**config.mk**
```make
export PLATFORM = sky130hd
export DESIGN_NAME = pll_lock_supervisor
export DESIGN_NICKNAME = d
export VERILOG_FILES = /design/src/rtl/pll_lock_supervisor.sv
export SDC_FILE = /design/constraint.sdc
export NUM_CORES = 1
export LEC_CHECK = 0
export ABC_AREA = 1
export BUFFER_PORTS_ARGS = -buffer_cell sky130_fd_sc_hd__buf_2
export CORE_MARGIN = 2
export CORE_UTILIZATION = 50
export CTS_CLUSTER_SIZE = 40
export DETAILED_ROUTE_END_ITERATION = 10
export HOLD_SLACK_MARGIN = 0.1
export PLACE_DENSITY = 0.68
export SLEW_MARGIN = 15
export SYNTH_ARGS = -nofsm -noshare
export SYNTH_HDL_FRONTEND = slang
export SYNTH_SLANG_ARGS = --single-unit
```
**constraint.sdc**
```tcl
create_clock -name clk -period 2.46 [get_ports clk]
set_clock_uncertainty 0.1 [all_clocks]
set_input_delay 0.246 -clock clk [delete_from_list [all_inputs] [get_ports clk]]
set_output_delay 0.246 -clock clk [all_outputs]
set_load 0.02 [all_outputs]
```
**src/rtl/pll_lock_supervisor.sv**
```systemverilog
`default_nettype none
// ============================================================================
// Module   : pll_lock_supervisor
// Brief    : Sequences one CCC PLL: power-down pulse, lock qualification,
//            staggered per-output reset release, retry/fault, loss counting.
// Revision : 1.0
// ============================================================================
module pll_lock_supervisor #(
   parameter int N_OUT               = 2,
   parameter int POWERDOWN_CYCLES    = 64,
   parameter int LOCK_TIMEOUT_CYCLES = 65535,
   parameter int LOCK_STABLE_CYCLES  = 256,
   parameter int RST_STAGGER_CYCLES  = 16,
   parameter int MAX_RETRIES         = 3
) (
   input  logic             clk,
   input  logic             rst_n,
   input  logic             enable,
   input  logic             pll_lock,
   output logic             pll_powerdown_n,
   output logic [N_OUT-1:0] out_reset_n,
   output logic             ready,
   output logic             fault,
   output logic [7:0]       lock_loss_count,
   output logic [2:0]       state
);

   typedef enum logic [2:0] {
      S_IDLE    = 3'd0,
      S_PWRDN   = 3'd1,
      S_WAIT    = 3'd2,
      S_STABLE  = 3'd3,
      S_RELEASE = 3'd4,
      S_RUN     = 3'd5,
      S_FAULT   = 3'd6
   } state_t;

   localparam int W_PD  = (POWERDOWN_CYCLES    > 1) ? $clog2(POWERDOWN_CYCLES)    : 1;
   localparam int W_TO  = (LOCK_TIMEOUT_CYCLES > 1) ? $clog2(LOCK_TIMEOUT_CYCLES) : 1;
   localparam int W_ST  = (LOCK_STABLE_CYCLES  > 1) ? $clog2(LOCK_STABLE_CYCLES)  : 1;
   localparam int W_SG  = (RST_STAGGER_CYCLES  > 1) ? $clog2(RST_STAGGER_CYCLES)  : 1;
   localparam int W_A   = (W_PD > W_TO) ? W_PD : W_TO;
   localparam int W_B   = (W_ST > W_SG) ? W_ST : W_SG;
   localparam int TMR_W = (W_A > W_B) ? W_A : W_B;
   localparam int RTY_W = $clog2(MAX_RETRIES + 1);
   localparam int CH_W  = (N_OUT > 1) ? $clog2(N_OUT) : 1;

   localparam logic [TMR_W-1:0] PD_LAST   = TMR_W'(POWERDOWN_CYCLES - 1);
   localparam logic [TMR_W-1:0] TO_LAST   = TMR_W'(LOCK_TIMEOUT_CYCLES - 1);
   localparam logic [TMR_W-1:0] ST_LAST   = TMR_W'(LOCK_STABLE_CYCLES - 1);
   localparam logic [TMR_W-1:0] SG_LAST   = TMR_W'(RST_STAGGER_CYCLES - 1);
   localparam logic [RTY_W-1:0] RTY_LIMIT = RTY_W'(MAX_RETRIES);
   localparam logic [CH_W-1:0]  CH_LAST   = CH_W'(N_OUT - 1);

   logic             sync1_q, lock_s_q;
   state_t           state_q, state_d;
   logic [TMR_W-1:0] timer_q, timer_d;
   logic [CH_W-1:0]  chan_q, chan_d;
   logic [RTY_W-1:0] retry_q, retry_d, retry_inc;
   logic             pd_n_q, pd_n_d;
   logic [N_OUT-1:0] out_q, out_d;
   logic             ready_q, ready_d;
   logic             fault_q, fault_d;
   logic [7:0]       loss_q, loss_d;

   assign retry_inc = retry_q + RTY_W'(1);

   always_comb begin
      state_d = state_q;
      timer_d = timer_q;
      chan_d  = chan_q;
      retry_d = retry_q;
      out_d   = out_q;
      loss_d  = loss_q;

      if (!enable) begin
         state_d = S_IDLE;
      end else begin
         case (state_q)
            S_IDLE: begin
               state_d = S_PWRDN;
               timer_d = '0;
               retry_d = '0;
            end
            S_PWRDN: begin
               if (timer_q == PD_LAST) begin
                  state_d = S_WAIT;
                  timer_d = '0;
               end else begin
                  timer_d = timer_q + TMR_W'(1);
               end
            end
            S_WAIT: begin
               if (lock_s_q) begin
                  state_d = S_STABLE;
                  timer_d = '0;
               end else if (timer_q == TO_LAST) begin
                  retry_d = retry_inc;
                  timer_d = '0;
                  state_d = (retry_inc == RTY_LIMIT) ? S_FAULT : S_PWRDN;
               end else begin
                  timer_d = timer_q + TMR_W'(1);
               end
            end
            S_STABLE: begin
               // A lock glitch here is not a loss event: just restart qualification.
               if (!lock_s_q) begin
                  state_d = S_WAIT;
                  timer_d = '0;
               end else if (timer_q == ST_LAST) begin
                  state_d = S_RELEASE;
                  timer_d = '0;
                  chan_d  = '0;
               end else begin
                  timer_d = timer_q + TMR_W'(1);
               end
            end
            S_RELEASE, S_RUN: begin
               if (!lock_s_q) begin
                  state_d = S_PWRDN;
                  timer_d = '0;
                  retry_d = '0;
                  if (loss_q != 8'hFF) begin
                     loss_d = loss_q + 8'd1;
                  end
               end else if (state_q == S_RELEASE) begin
                  // timer counts down the gap to the next channel release
                  if (timer_q == '0) begin
                     out_d[chan_q] = 1'b1;
                     if (chan_q == CH_LAST) begin
                        state_d = S_RUN;
                        retry_d = '0;
                     end else begin
                        chan_d  = chan_q + CH_W'(1);
                        timer_d = SG_LAST;
                     end
                  end else begin
                     timer_d = timer_q - TMR_W'(1);
                  end
               end
            end
            S_FAULT: state_d = S_FAULT;
            default: state_d = S_IDLE;
         endcase
      end

      pd_n_d  = (state_d inside {S_WAIT, S_STABLE, S_RELEASE, S_RUN});
      ready_d = (state_d == S_RUN);
      fault_d = (state_d == S_FAULT);
      if (!(state_d inside {S_RELEASE, S_RUN})) begin
         out_d = '0;
      end
   end

   always_ff @(posedge clk or negedge rst_n) begin
      if (!rst_n) begin
         sync1_q  <= 1'b0;
         lock_s_q <= 1'b0;
         state_q  <= S_IDLE;
         timer_q  <= '0;
         chan_q   <= '0;
         retry_q  <= '0;
         pd_n_q   <= 1'b0;
         out_q    <= '0;
         ready_q  <= 1'b0;
         fault_q  <= 1'b0;
         loss_q   <= 8'd0;
      end else begin
         sync1_q  <= pll_lock;
         lock_s_q <= sync1_q;
         state_q  <= state_d;
         timer_q  <= timer_d;
         chan_q   <= chan_d;
         retry_q  <= retry_d;
         pd_n_q   <= pd_n_d;
         out_q    <= out_d;
         ready_q  <= ready_d;
         fault_q  <= fault_d;
         loss_q   <= loss_d;
      end
   end

   assign pll_powerdown_n = pd_n_q;
   assign out_reset_n     = out_q;
   assign ready           = ready_q;
   assign fault           = fault_q;
   assign lock_loss_count = loss_q;
   assign state           = state_q;

endmodule
`default_nettype wire
```
==> impl_results.md <==
* Filler Cells Inserted at 568
* Final Core Density at 54.5%
* Dpl hpwl at 5230 µm
* Most used DFF post-synth: dfrtp_1
* I/O pins at 20
* Met3 Use GR at 2.89%
* Initial DRC count at 134
* Multiplexer area fraction after synthesis at 0%
* Crit-path max FO at 13
* Post-synth ARST share at 100%
* HP Class: in -> reg
* Synth cell types at 30
* Leak Pwr at 0.00171 µW
* CTS H-tree lvls at 2
* Power Density at 379 nW/µm²
* Vias in the first global route at 2636
* Crit start category: flop
* Design Power at 1210 µW
* Simple-gate share of the synthesized area at 46.8%
* Clk buf depth at 2
* Final setup violation count at 0
* Hold buffers post-CTS at 2
* P&R area growth vs syn at 6.70%
* Max cap viols at 0
* Worst VDD drop at 0.251 mV
* IO buf count at 19
* Synth Area in XOR/XNOR at 6.45%
* Gpl congestion at 0.876
* Final Hold Vio Count at 0
* Setup TNS at 0 ps
* Setup bufs post-CTS at 0
* Routed vias at 2817
* WL/cell at 12.7 µm
* Mapped Cells at 458
* Vias per cell at 5.14
* GRT Overall Usage at 23.4%
* Post-synth EDFFs at 0
* Met2 usage at 40.2%
* Met1 usage at 30.7%
* Busiest grt layer: met2
* Min cycle time layout at 1980 ps
* Worst skew pair latency at 300 ps
* Layout Cells excl Fill at 548
* Initial cell density of the core at 51.1%
* Most area-consuming cells after synthesis: dfrtp_1 (31%), nand2_1 (21%), nor2_1 (6.4%), nand3_1 (5.9%), inv_1 (5.8%)
* Layout cell share with drive strength beyond 1 at 13.1%
* Pre-antenna DRT Iters at 4
* CTS Buf Count at 5
* WP data arrival at 2070 ps
* Setup CP Type: reg -> reg
* Setup crit end kind: flop
* CTS tree: built
* Detail Route Antenna Nets at 0
* Max-slew violations at 0
* WL final at 6970 µm
* Top cells by count, synth: nand2_1 (169), nor2_1 (51), inv_1 (46)
* Slew headroom at 44.9%
* Global-route wire length before repair at 12100 µm
* Global route total overflow at 0
* Synth top area share at 31.0%
* Die Width at 81.3 µm
* PostCTS Resize Cnt at 0
* Clock sink count at 37
* Synth Area in Adders at 2.51%
* N_diodes at 0
* Largest family of logic cells by synthesized area: simple AND/OR/NAND/NOR gates
* Req. time, crit path at 2550 ps
* Total Nets Final at 482
* Compound-Gate Fraction of Synth Area at 3.73%
* CORE AREA at 5850 µm²
* #FFs+latches synth at 37
* Status: complete, no violations
* Yosys top cell by area: dfrtp_1
* DRC Markers at 0
* Die Ht at 81.3 µm
* Seq/Total Area, Yosys at 31.0%
* # placed instances at 538
* Clock slew at reported path FFs at 80 ps
* Ys Warns at 0
* Final Cycle Share at 80.5%
* Count leader, synth: nand2_1
* Pin count of the biggest net entering global routing at 38
* CTS root buf: clkbuf_8
* Max Fclk at 505 MHz
* Post-Syn Nets at 468
* Number of antenna violations at the first check in global routing at 0
* Post-Syn Area at 2990 µm²
* Slew at the pin closest to its max-slew limit at 826 ps
* Die area at 6610 µm²
* Syn Area/Cell at 6.53 µm²
* RSZ-0062 raised after global routing: false
* Core Rows at 28
==> routing by layer <==
layer  share of wire (%)  routed length, µm
met4                 1.6                112
met2                  48               3380
met1                  46               3200
met3                 4.0                279
met5                   0                  0
==> final timing paths <==
path                                to  startpoint  slack [ps]  cells past startpoint
setup reg to reg           timer_q[15]  timer_q[0]         480                     13
hold / removal                   fault      enable         140                      3
max in group asynchronous   retry_q[1]       rst_n        1250                      2
min in group asynchronous  timer_q[10]       rst_n         480                      2
setup / recovery           timer_q[15]  timer_q[0]         480                     13
hold reg to reg               lock_s_q     sync1_q         250                      0
==> cells by family (layout without fill, tap and decap cells) <==
logic type,Yosys count,count (layout)
AO/OA/AOI/OAI,21,21
XOR/XNOR,22,22
adder cells (fa/ha/maj),6,6
buffers and inverters,64,79
flip-flops,37,37
AND/OR/NAND/NOR,308,308
==> per-stage QoR <==
stage | instance area (µm²) | worst slack (ps) | hold slack, ps
after global placement | 3080 | 480 | 241
after CTS | 3190 | 448 | 126
after global routing | 3190 | 240 | 150
after detailed placement | 3080 | 464 | 240
final | 3190 | 480 | 140
after floorplan | 2990 | 686 | -150
==> where the power goes <==
part / total, µW / internal, µW / switching (µW)
combinational: 151 / 45.7 / 106
sequential: 628 / 617 / 11.2
clock: 429 / 196 / 233
==> area by class of cell <==
cell class | instances | area [µm²] | area share, %
Clock buffer | 5 | 68.8 | 2.16
Sequential cell | 37 | 926 | 29.0
Multi-Input combinational cell | 357 | 1780 | 55.7
Timing Repair Buffer | 22 | 123 | 3.84
Tap cell | 75 | 93.8 | 2.94
Inverter | 49 | 184 | 5.77
Clock inverter | 3 | 17.5 | 0.549
==> critical path, cell delays in order, from the launching register on <==
cell     delay, ps
dfrtp_1        420
inv_1          150
ha_1           200
inv_1           50
nor2_1         120
nand2_2        100
nor2_4         150
nor2_2          60
nand2_4         80
nand3_4        170
nand2_1        110
nand2_1         60
nand2_1         60
nand2_1         50
==> layout by cell type (no fill, tap or decap), types with 2 or more instances in the layout <==
cell / n
nand2_1: 169
nor2_1: 51
inv_1: 46
dfrtp_1: 37
nand3_1: 35
buf_2: 19
xor2_1: 16
o21ai_0: 12
nand2_2: 11
nand4_1: 11
nor3_1: 10
nor2_4: 6
xnor2_1: 6
ha_1: 6
nor2_2: 5
a21oi_1: 5
clkbuf_8: 5
inv_2: 3
nand2_4: 2
nand3_2: 2
a31oi_1: 2
clkinv_2: 2
dlygate4sd3_1: 2
==> flip-flops by register name (all words and copies together) (netlist names) <==
name and flops:
fault 1, retry_q 2, sync1_q 1, out_reset_n 2, timer_q 16, pll_powerdown_n 1
chan_q 1, ready 1, state 3, lock_s_q 1, lock_loss_count 8
(Power assumes the default switching activity.)
